`src/rtl/text_write_ctrl.sv`:
```
// Write sequencer for the 80x30 text RAM: interprets received bytes as
// printable characters or control codes, tracks the cursor and owns the
// RAM write port so the display side only ever reads.
module text_write_ctrl #(
    parameter int unsigned COLS       = 80,
    parameter int unsigned ROWS       = 30,
    parameter logic [7:0]  CLEAR_CHAR = 8'h20
) (
    input  logic        clk,
    input  logic        rst,
    input  logic        byte_valid,
    input  logic [7:0]  byte_in,
    output logic        wr_en,
    output logic [11:0] wr_addr,
    output logic [7:0]  wr_data,
    output logic [6:0]  cursor_col,
    output logic [4:0]  cursor_row,
    output logic        busy,
    output logic        byte_drop
);

    localparam int unsigned CELLS = COLS * ROWS;

    localparam logic [7:0] CH_BS  = 8'h08;
    localparam logic [7:0] CH_LF  = 8'h0A;
    localparam logic [7:0] CH_FF  = 8'h0C;
    localparam logic [7:0] CH_CR  = 8'h0D;
    localparam logic [7:0] CH_ESC = 8'h1B;

    typedef enum logic [1:0] {
        IDLE    = 2'd0,
        ESC_COL = 2'd1,
        ESC_ROW = 2'd2,
        CLEAR   = 2'd3
    } state_t;

    state_t      state_q, state_d;
    logic [6:0]  col_q, col_d;
    logic [4:0]  row_q, row_d;
    logic [6:0]  esc_col_q, esc_col_d;
    logic [11:0] sweep_q, sweep_d;
    logic        wr_en_q, wr_en_d;
    logic [11:0] wr_addr_q, wr_addr_d;
    logic [7:0]  wr_data_q, wr_data_d;
    logic        busy_q, busy_d;
    logic        byte_drop_q, byte_drop_d;

    logic        col_last;
    logic [4:0]  row_next;
    logic [11:0] cur_addr;
    logic [6:0]  col_clamp;
    logic [4:0]  row_clamp;

    // Cursor arithmetic shared by the decode cases below.
    always_comb begin
        col_last  = (col_q == 7'(COLS - 1));
        row_next  = (row_q == 5'(ROWS - 1)) ? 5'd0 : row_q + 5'd1;
        cur_addr  = 12'(row_q) * 12'(COLS) + 12'(col_q);
        col_clamp = (byte_in > 8'(COLS - 1)) ? 7'(COLS - 1) : byte_in[6:0];
        row_clamp = (byte_in > 8'(ROWS - 1)) ? 5'(ROWS - 1) : byte_in[4:0];
    end

    // Next-state, cursor and write-port decode.
    always_comb begin
        state_d     = state_q;
        col_d       = col_q;
        row_d       = row_q;
        esc_col_d   = esc_col_q;
        sweep_d     = sweep_q;
        wr_en_d     = 1'b0;
        wr_addr_d   = wr_addr_q;
        wr_data_d   = wr_data_q;
        busy_d      = 1'b0;
        byte_drop_d = 1'b0;

        case (state_q)
            IDLE: begin
                if (byte_valid) begin
                    if (byte_in >= 8'h20 && byte_in <= 8'h7E) begin
                        wr_en_d   = 1'b1;
                        wr_addr_d = cur_addr;
                        wr_data_d = byte_in;
                        if (col_last) begin
                            col_d = 7'd0;
                            row_d = row_next;
                        end else begin
                            col_d = col_q + 7'd1;
                        end
                    end else begin
                        case (byte_in)
                            CH_CR: col_d = 7'd0;
                            CH_LF: begin
                                col_d = 7'd0;
                                row_d = row_next;
                            end
                            CH_BS: begin
                                // Erase the cell left of the cursor; column 0 is a no-op.
                                if (col_q != 7'd0) begin
                                    col_d     = col_q - 7'd1;
                                    wr_en_d   = 1'b1;
                                    wr_addr_d = cur_addr - 12'd1;
                                    wr_data_d = CLEAR_CHAR;
                                end
                            end
                            CH_FF: begin
                                // First sweep write is issued right away so busy
                                // and wr_en rise together.
                                state_d   = CLEAR;
                                wr_en_d   = 1'b1;
                                wr_addr_d = 12'd0;
                                wr_data_d = CLEAR_CHAR;
                                sweep_d   = 12'd1;
                                busy_d    = 1'b1;
                            end
                            CH_ESC:  state_d = ESC_COL;
                            default: ;
                        endcase
                    end
                end
            end

            ESC_COL: begin
                if (byte_valid) begin
                    esc_col_d = col_clamp;
                    state_d   = ESC_ROW;
                end
            end

            ESC_ROW: begin
                if (byte_valid) begin
                    col_d   = esc_col_q;
                    row_d   = row_clamp;
                    state_d = IDLE;
                end
            end

            CLEAR: begin
                byte_drop_d = byte_valid;
                if (sweep_q < 12'(CELLS)) begin
                    wr_en_d   = 1'b1;
                    wr_addr_d = sweep_q;
                    wr_data_d = CLEAR_CHAR;
                    sweep_d   = sweep_q + 12'd1;
                    busy_d    = 1'b1;
                end else begin
                    state_d = IDLE;
                    sweep_d = 12'd0;
                    col_d   = 7'd0;
                    row_d   = 5'd0;
                end
            end

            default: state_d = IDLE;
        endcase
    end

    // State and registered outputs.
    always_ff @(posedge clk or posedge rst) begin
        if (rst) begin
            state_q     <= IDLE;
            col_q       <= 7'd0;
            row_q       <= 5'd0;
            esc_col_q   <= 7'd0;
            sweep_q     <= 12'd0;
            wr_en_q     <= 1'b0;
            wr_addr_q   <= 12'd0;
            wr_data_q   <= 8'd0;
            busy_q      <= 1'b0;
            byte_drop_q <= 1'b0;
        end else begin
            state_q     <= state_d;
            col_q       <= col_d;
            row_q       <= row_d;
            esc_col_q   <= esc_col_d;
            sweep_q     <= sweep_d;
            wr_en_q     <= wr_en_d;
            wr_addr_q   <= wr_addr_d;
            wr_data_q   <= wr_data_d;
            busy_q      <= busy_d;
            byte_drop_q <= byte_drop_d;
        end
    end

    assign wr_en      = wr_en_q;
    assign wr_addr    = wr_addr_q;
    assign wr_data    = wr_data_q;
    assign cursor_col = col_q;
    assign cursor_row = row_q;
    assign busy       = busy_q;
    assign byte_drop  = byte_drop_q;

endmodule

```
`config.mk`:
```
export PLATFORM = sky130hd
export DESIGN_NAME = text_write_ctrl
export DESIGN_NICKNAME = d
export VERILOG_FILES = /design/src/rtl/text_write_ctrl.sv
export SDC_FILE = /design/constraint.sdc
export NUM_CORES = 1
export LEC_CHECK = 0
export CAP_MARGIN = 10
export CORE_MARGIN = 2
export CORE_UTILIZATION = 50
export CTS_CLUSTER_SIZE = 25
export DETAILED_ROUTE_END_ITERATION = 6
export DONT_BUFFER_PORTS = 1
export SLEW_MARGIN = 0
export SYNTH_ARGS = -nofsm -noshare
export SYNTH_HDL_FRONTEND = slang
export SYNTH_SLANG_ARGS = --single-unit
```
`constraint.sdc`:
```
create_clock -name clk -period 4.29 [get_ports clk]
set_clock_uncertainty 0.1 [all_clocks]
set_input_delay 1.287 -clock clk [delete_from_list [all_inputs] [get_ports clk]]
set_output_delay 1.287 -clock clk [all_outputs]
set_load 0.1 [all_outputs]
```
After elaboration in Yosys (flattened, before gate mapping). Cells that the tools add are included.

Bits in registers: 56. Logic and storage cells: 110. Output and inout port bits: 35.

Equality and inequality tests: 23. $add $sub $neg: 6. Multiply operators: 1. Magnitude comparators: 5. Mux-type cells: 53. Reduce and logical (&&, ||, !) cells: 12.

Operators with widths (number): $mux 12 (8); $pmux 12 s2 (3); $mux 7 (7); $mux 5 (8); $eq 8x4->1 const B (4); $mux 8 (4); $pmux 8 s2 (2); $pmux 7 s3 (1); $reduce_and 6->1 (3); $pmux 5 s3 (1); $pmux 7 s2 (1); $add 12x1->12 const B (1); $add 12x7->12 (1); $lt 12x12->1 const B (1); $ne 2x2->1 const B (6); $sub 12x1->12 const B (1); $mux 2 (5); $eq 8x5->1 const B (1); $ge 8x6->1 const B (1); $gt 8x5->1 const B (1); $gt 8x7->1 const B (1); $le 8x7->1 const B (1); $mul 5x3->8 const B (1); $mux 1 (8); other kinds (26) (29).

Depth between registers and ports, before layout.
Depth after elaboration: 8. Depth in mapped cells: 9.

Worst setup path before layout. Ideal clock, no wire load.

Path type: register -> register. Start: register row_q[0] (netlist: cursor_row[0]). End: register wr_addr_q[11] (netlist: wr_addr[11]). Data arrival time: 3.207 ns. Cell stages (with the launch flop): 10. Period minus slack after synthesis: 3.387 ns. Path slack: 0.903 ns. Cells stage by stage: dfrtp_1 -> ha_1 -> inv_1 -> fa_1 -> xor2_1 -> nand2_1 -> nor4b_1 -> o21ai_0 -> or2_2 -> o211ai_2.

Longest elaborated chain between the ends: 8.

RTL lines: from (decl) (line 39) `logic [4:0] row_q, row_d;`; from (signal assigned) (line 173) `row_q <= row_d;`; $mul 5x3->8 (*) (line 58) `cur_addr = 12'(row_q) * 12'(COLS) + 12'(col_q);`; $add 12x7->12 (*) (line 58); $sub 12x1->12 (line 101) `wr_addr_d = cur_addr - 12'd1;`; $mux 12 (line 98) `if (col_q != 7'd0) begin`; $pmux 12 s2 (line 90) `case (byte_in)`; $mux 12 (*) (line 79) `if (byte_in >= 8'h20 && byte_in <= 8'h7E) begin`; $mux 12 (*) (line 78) `if (byte_valid) begin`; $pmux 12 s2 (*) (line 76) `case (state_q)`; to (signal assigned) (line 177) `wr_addr_q <= wr_addr_d;`; to (decl) (line 43) `logic [11:0] wr_addr_q, wr_addr_d;`.

Mark *: on every way between the ends. The rest lies on a longest branch, timed or not. The select of a mux whose other input is x is not followed. A chain may end at the register's enable or synchronous reset.

Worst setup path after layout.
Start: input port byte_in[4]. End: register sweep_q[9].

Longest elaborated chain between the ends: 4. Elaborated cells on any way between the ends: 7. Classes of those cells: order compare: 2; eq/ne: 3; reduce/logical: 2.

RTL lines: from (decl) (line 12) `input logic [7:0] byte_in,`; $ge 8x6->1 or $le 8x7->1 (tied branches) (line 79); $logic_and 1x1->1 (line 79); $ne 2x2->1 (no source line); $reduce_and 4->1 (no source line) (*); to (signal assigned) (line 175) `sweep_q <= sweep_d;`; to (decl) (line 41) `logic [11:0] sweep_q, sweep_d;`.

Mark *: on every way between the ends. The rest lies on a longest branch, timed or not.

==> PnR_summary.wiki <==
{| class="wikitable"
! Metric !! Value
|-
| Routability congestion estimate from global placement || 0.8989
|-
| Final design utilization || a little over half
|-
| CTS H-tree depth || 2
|-
| Final clock period utilization by the worst path || 76.35%
|-
| Nets || 485
|-
| Multiplexer area fraction after synthesis || ~2.2%
|-
| Num rows || 32
|-
| Hold buffer count at CTS || 0
|-
| Die outline width || 91.96 um
|-
| Seq cells post-synth || 56
|-
| Overall Global Routing Usage || 24.56%
|-
| Share of flip-flops with an asynchronous set or reset after synthesis || 100.0%
|-
| Compound-cell area share of the yosys netlist || 25.36%
|-
| Detailed placer's ending HPWL || about 7400 um
|-
| Grt total ovfl || 0
|-
| R2R Setup Slk || roughly 1.3 ns
|-
| Via count of the first global-routing pass || 3260
|-
| Number of routed nets with antenna violations || 0
|-
| Outcome || finished clean
|-
| Number of diodes || 0
|-
| Highest ir drop seen on vdd || 0.1060 mV
|-
| Area Growth Syn to Fin || 7.148%
|-
| Proportion of power drawn by the clock network || between 30% and 40%
|-
| Vias per inst || 6.113
|-
| Final WL || about 10000 um
|-
| Post-synth EDFFs || 0
|-
| Main combinational cell family by area after synthesis || compound AO/OA/AOI/OAI gates
|-
| Routed len/inst || 18.00 um
|-
| Standard cell area after detailed placement || 0.004034 mm^2
|-
| Leading register cell type out of synthesis || sky130_fd_sc_hd__dfrtp_1
|-
| Gate count of the mapped netlist || 452
|-
| Maximum number of pins on one net before global-route repair || 38
|-
| Adder and majority cell fraction of the synthesized area || 7.180%
|-
| Summed negative setup slack over all endpoints || 0 ns
|-
| TritonCTS clock tree || done
|-
| 1st-iter DRT viols || 193
|-
| Die Y || 91.96 um
|-
| Fraction of power spent switching nets || 30.12%
|-
| Portion of total power attributed to combinational logic || 19.0%
|-
| Worst endpoint required time || 4.43 ns
|-
| Final Hold Violating Endpoints || 0
|-
| Largest buffer count on any clock path || 2
|-
| Initial Util || between 50% and 60%
|-
| Transition time of the tightest slew-check pin || 0.9704 ns
|-
| Post-CTS Repair Setup Buffers || 0
|-
| Cell occurring most often along the worst timing path || sky130_fd_sc_hd__buf_4
|-
| Clock root buffer || sky130_fd_sc_hd__clkbuf_8
|-
| Hold crit path type || reg -> reg
|-
| Maximum frequency from static timing analysis || 305.3 MHz
|-
| P_sw || 0.0003364 W
|-
| Sink Count || 56
|-
| Cell internal pwr || a little under 0.0008 W
|-
| Floorplan core area || 0.007607 mm^2
|-
| Clock Latency Late Sink || roughly 0.32 ns
|-
| Max-Cap Viols || 0
|-
| Worst-case headroom to the max-slew limit || 35.31%
|-
| Count of synthesis-stage warnings from yosys || 0
|-
| Antenna violations before repair || 0
|-
| Mean Syn Cell Area || 8.559 um^2
|-
| Unrepaired setup endpoints after global routing || no
|-
| PostCTS Resize Cnt || 0
|-
| Total non-filler cell area in the finished layout || 0.004145 mm^2
|-
| Crit-path cells || nor4_1 -> and4_1 -> buf_4 -> a31oi_1 -> buf_4 -> nor2_1 -> nand2_1 -> o21ai_0
|-
| Part of the Yosys area used for sequential elements || ~36%
|-
| Number of vias after detailed routing || 3399
|-
| Critical path fanouts, max || 15
|-
| Number of nets produced by synthesis || 484
|-
| Slowest stage cell on the critical path || sky130_fd_sc_hd__nor4_1
|-
| Power per cell area || 269.4 mW/mm^2
|-
| Wire length of the first global-routing pass || between 15000 and 20000 um
|-
| Clock Pin Slew Worst Setup and Hold Paths || ~0.11 ns
|-
| Crit Path Category || in -> reg
|-
| Kind of end point of the critical path || flop
|-
| Slowest cell delay on critical path || 0.68 ns
|-
| Post-synthesis share of cell area spent on xor and xnor gates || 3.752%
|-
| Total DRC errors in the routed layout || 0
|-
| IO buf count || 0
|-
| Post-Syn Area || 0.003869 mm^2
|-
| Area fraction in and, or, nand and nor cells after synthesis || 20.50%
|-
| Fraction of layout instances using a drive strength above 1 || 9.031%
|-
| Max-slew violation count || 0
|-
| I/O pin cnt || 46
|-
| Total design power || 0.001117 W
|-
| Worst endpoint data arrival time || 3.41 ns
|-
| Fin crit period || 3.276 ns
|-
| Nature of the critical path startpoint || input pin
|-
| Power share of the sequential group || 48.4%
|-
| Post-Route Hold Slack || 0.4339 ns
|-
| Number of distinct library cells after synthesis || 62
|-
| Final setup viols || 0
|-
| TritonCTS Buffers || 5
|-
| Pleak || 1.744 nW
|-
| Detailed Routing Iterations Pass 1 || 5
|-
| Floorplan die area || 0.008457 mm^2
|}
==> critical path: cells and delay by family <==
family / cells / cell delay, ns
AO/OA/AOI/OAI: 2 / 0.26
buffers and inverters: 2 / 0.38
AND/OR/NAND/NOR: 4 / 1.48
==> area by class of cell <==
class	count	area, um^2
Fill cell	734	3462
Tap cell	102	127.6
Timing Repair Buffer	18	135.1
Clock buffer	6	72.57
Sequential cell	56	1401
Inverter	23	86.33
Clock inverter	2	38.79
Multi-Input combinational cell	349	2283
==> placed cells by master, fill, tap and decap left out, types with 5 or more instances in the layout <==
cell | synthesis | routed
sky130_fd_sc_hd__dfrtp_1 | 56 | 56
sky130_fd_sc_hd__o21ai_0 | 49 | 49
sky130_fd_sc_hd__nand2_1 | 39 | 39
sky130_fd_sc_hd__nor2_1 | 36 | 36
sky130_fd_sc_hd__a21oi_1 | 29 | 29
sky130_fd_sc_hd__inv_1 | 23 | 22
sky130_fd_sc_hd__nand3_1 | 20 | 20
sky130_fd_sc_hd__ha_1 | 19 | 19
sky130_fd_sc_hd__buf_4 | 0 | 18
sky130_fd_sc_hd__nor3_1 | 13 | 13
sky130_fd_sc_hd__xnor2_1 | 10 | 10
sky130_fd_sc_hd__and3_1 | 9 | 9
sky130_fd_sc_hd__a22oi_1 | 7 | 7
sky130_fd_sc_hd__a22o_1 | 6 | 6
sky130_fd_sc_hd__and2_1 | 6 | 6
sky130_fd_sc_hd__nor2b_1 | 5 | 5
sky130_fd_sc_hd__mux2_2 | 5 | 5
sky130_fd_sc_hd__nand4_1 | 5 | 5
sky130_fd_sc_hd__clkbuf_8 | 0 | 5
==> path summary, 6_finish.rpt <==
| check | from | to | cells after the start |
|---|---|---|---|
| max | byte_in[4] | sweep_q[9] | 8 |
| min | esc_col_q[0] | esc_col_q[0] | 1 |
| max reg2reg | cursor_row[0] | wr_addr[11] | 8 |
| min reg2reg | esc_col_q[0] | esc_col_q[0] | 1 |
| max in group asynchronous | rst | wr_data[3] | 2 |
| min in group asynchronous | rst | cursor_col[3] | 1 |
==> synth_stat cells (4+ instances only) <==
library cell                n  area share, %
sky130_fd_sc_hd__dfrtp_1   56             36
sky130_fd_sc_hd__clkbuf_1  18            1.7
sky130_fd_sc_hd__a22oi_1    7            1.4
sky130_fd_sc_hd__ha_1      19            6.1
sky130_fd_sc_hd__a21oi_1   29            3.8
sky130_fd_sc_hd__o22a_1     4           0.91
sky130_fd_sc_hd__inv_1     23            2.2
sky130_fd_sc_hd__o21ai_0   49            6.3
sky130_fd_sc_hd__or3_1      4           0.65
sky130_fd_sc_hd__xnor2_1   10            2.3
sky130_fd_sc_hd__o21a_1     4           0.78
sky130_fd_sc_hd__o221ai_1   4           0.91
sky130_fd_sc_hd__a22o_1     6            1.4
sky130_fd_sc_hd__nor2b_1    5           0.81
sky130_fd_sc_hd__nor2_1    36            3.5
sky130_fd_sc_hd__a32oi_1    4           0.91
sky130_fd_sc_hd__mux2_2     5            1.5
sky130_fd_sc_hd__a211oi_1   4           0.78
sky130_fd_sc_hd__buf_2      6           0.78
sky130_fd_sc_hd__and2_1     6           0.97
sky130_fd_sc_hd__nand4_1    5           0.81
sky130_fd_sc_hd__o21bai_1   4           0.78
sky130_fd_sc_hd__and3_1     9            1.5
sky130_fd_sc_hd__nor3_1    13            1.7
sky130_fd_sc_hd__nand3_1   20            2.6
sky130_fd_sc_hd__nor4_1     4           0.65
sky130_fd_sc_hd__nand2_1   39            3.8
sky130_fd_sc_hd__xor2_1     4           0.91
sky130_fd_sc_hd__nor4b_1    4           0.91
==> power by group through the flow <==
| stage | Clock, W | Combinational (W) | Sequential, W |
|---|---|---|---|
| after floorplan | 0 | 0.000134 | 0.000591 |
| after global placement | 0 | 0.000208 | 0.000551 |
| after detailed placement | 0 | 0.000212 | 0.000551 |
| after CTS | 0.000369 | 0.000213 | 0.000541 |
| after global routing | 0.000392 | 0.000232 | 0.000542 |
| final | 0.000364 | 0.000212 | 0.000541 |
==> kinds of logic after synthesis <==
| family | after synthesis |
|---|---|
| compound gates | 147 |
| xor+xnor | 15 |
| fa+ha+maj | 21 |
| buf+inv | 47 |
| flops | 56 |
| mux | 8 |
| simple gates | 158 |
==> through the flow <==
| stage | cells | setup slack [ns] |
|---|---|---|
| 4_1_cts | 556 | 0.9967 |
| 6_report | 556 | 1.014 |
| 2_1_floorplan | 452 | 0.9030 |
| 3_5_place_dp | 548 | 0.6754 |
| 3_3_place_gp | 548 | 0.7369 |
| 5_1_grt | 556 | 0.7532 |
==> routing by layer <==
| layer | vias up | track usage, % | routed length (um) |
|---|---|---|---|
| li1 | 1655 | - | - |
| met2 | 89 | 40.13 | 4793 |
| met4 | 0 | 7.090 | 96 |
| met1 | 1645 | 33.51 | 4650 |
| met3 | 10 | 4.437 | 466 |
| met5 | - | 0 | 0 |
==> sequential cells by signal, summed over array words and instances (netlist names), 2 cells and up <==
register and count:
state_q 2, cursor_col 7, cursor_row 5, wr_addr 12
esc_col_q 7, sweep_q 12, wr_data 8
Power figures use the tool's default switching activity.
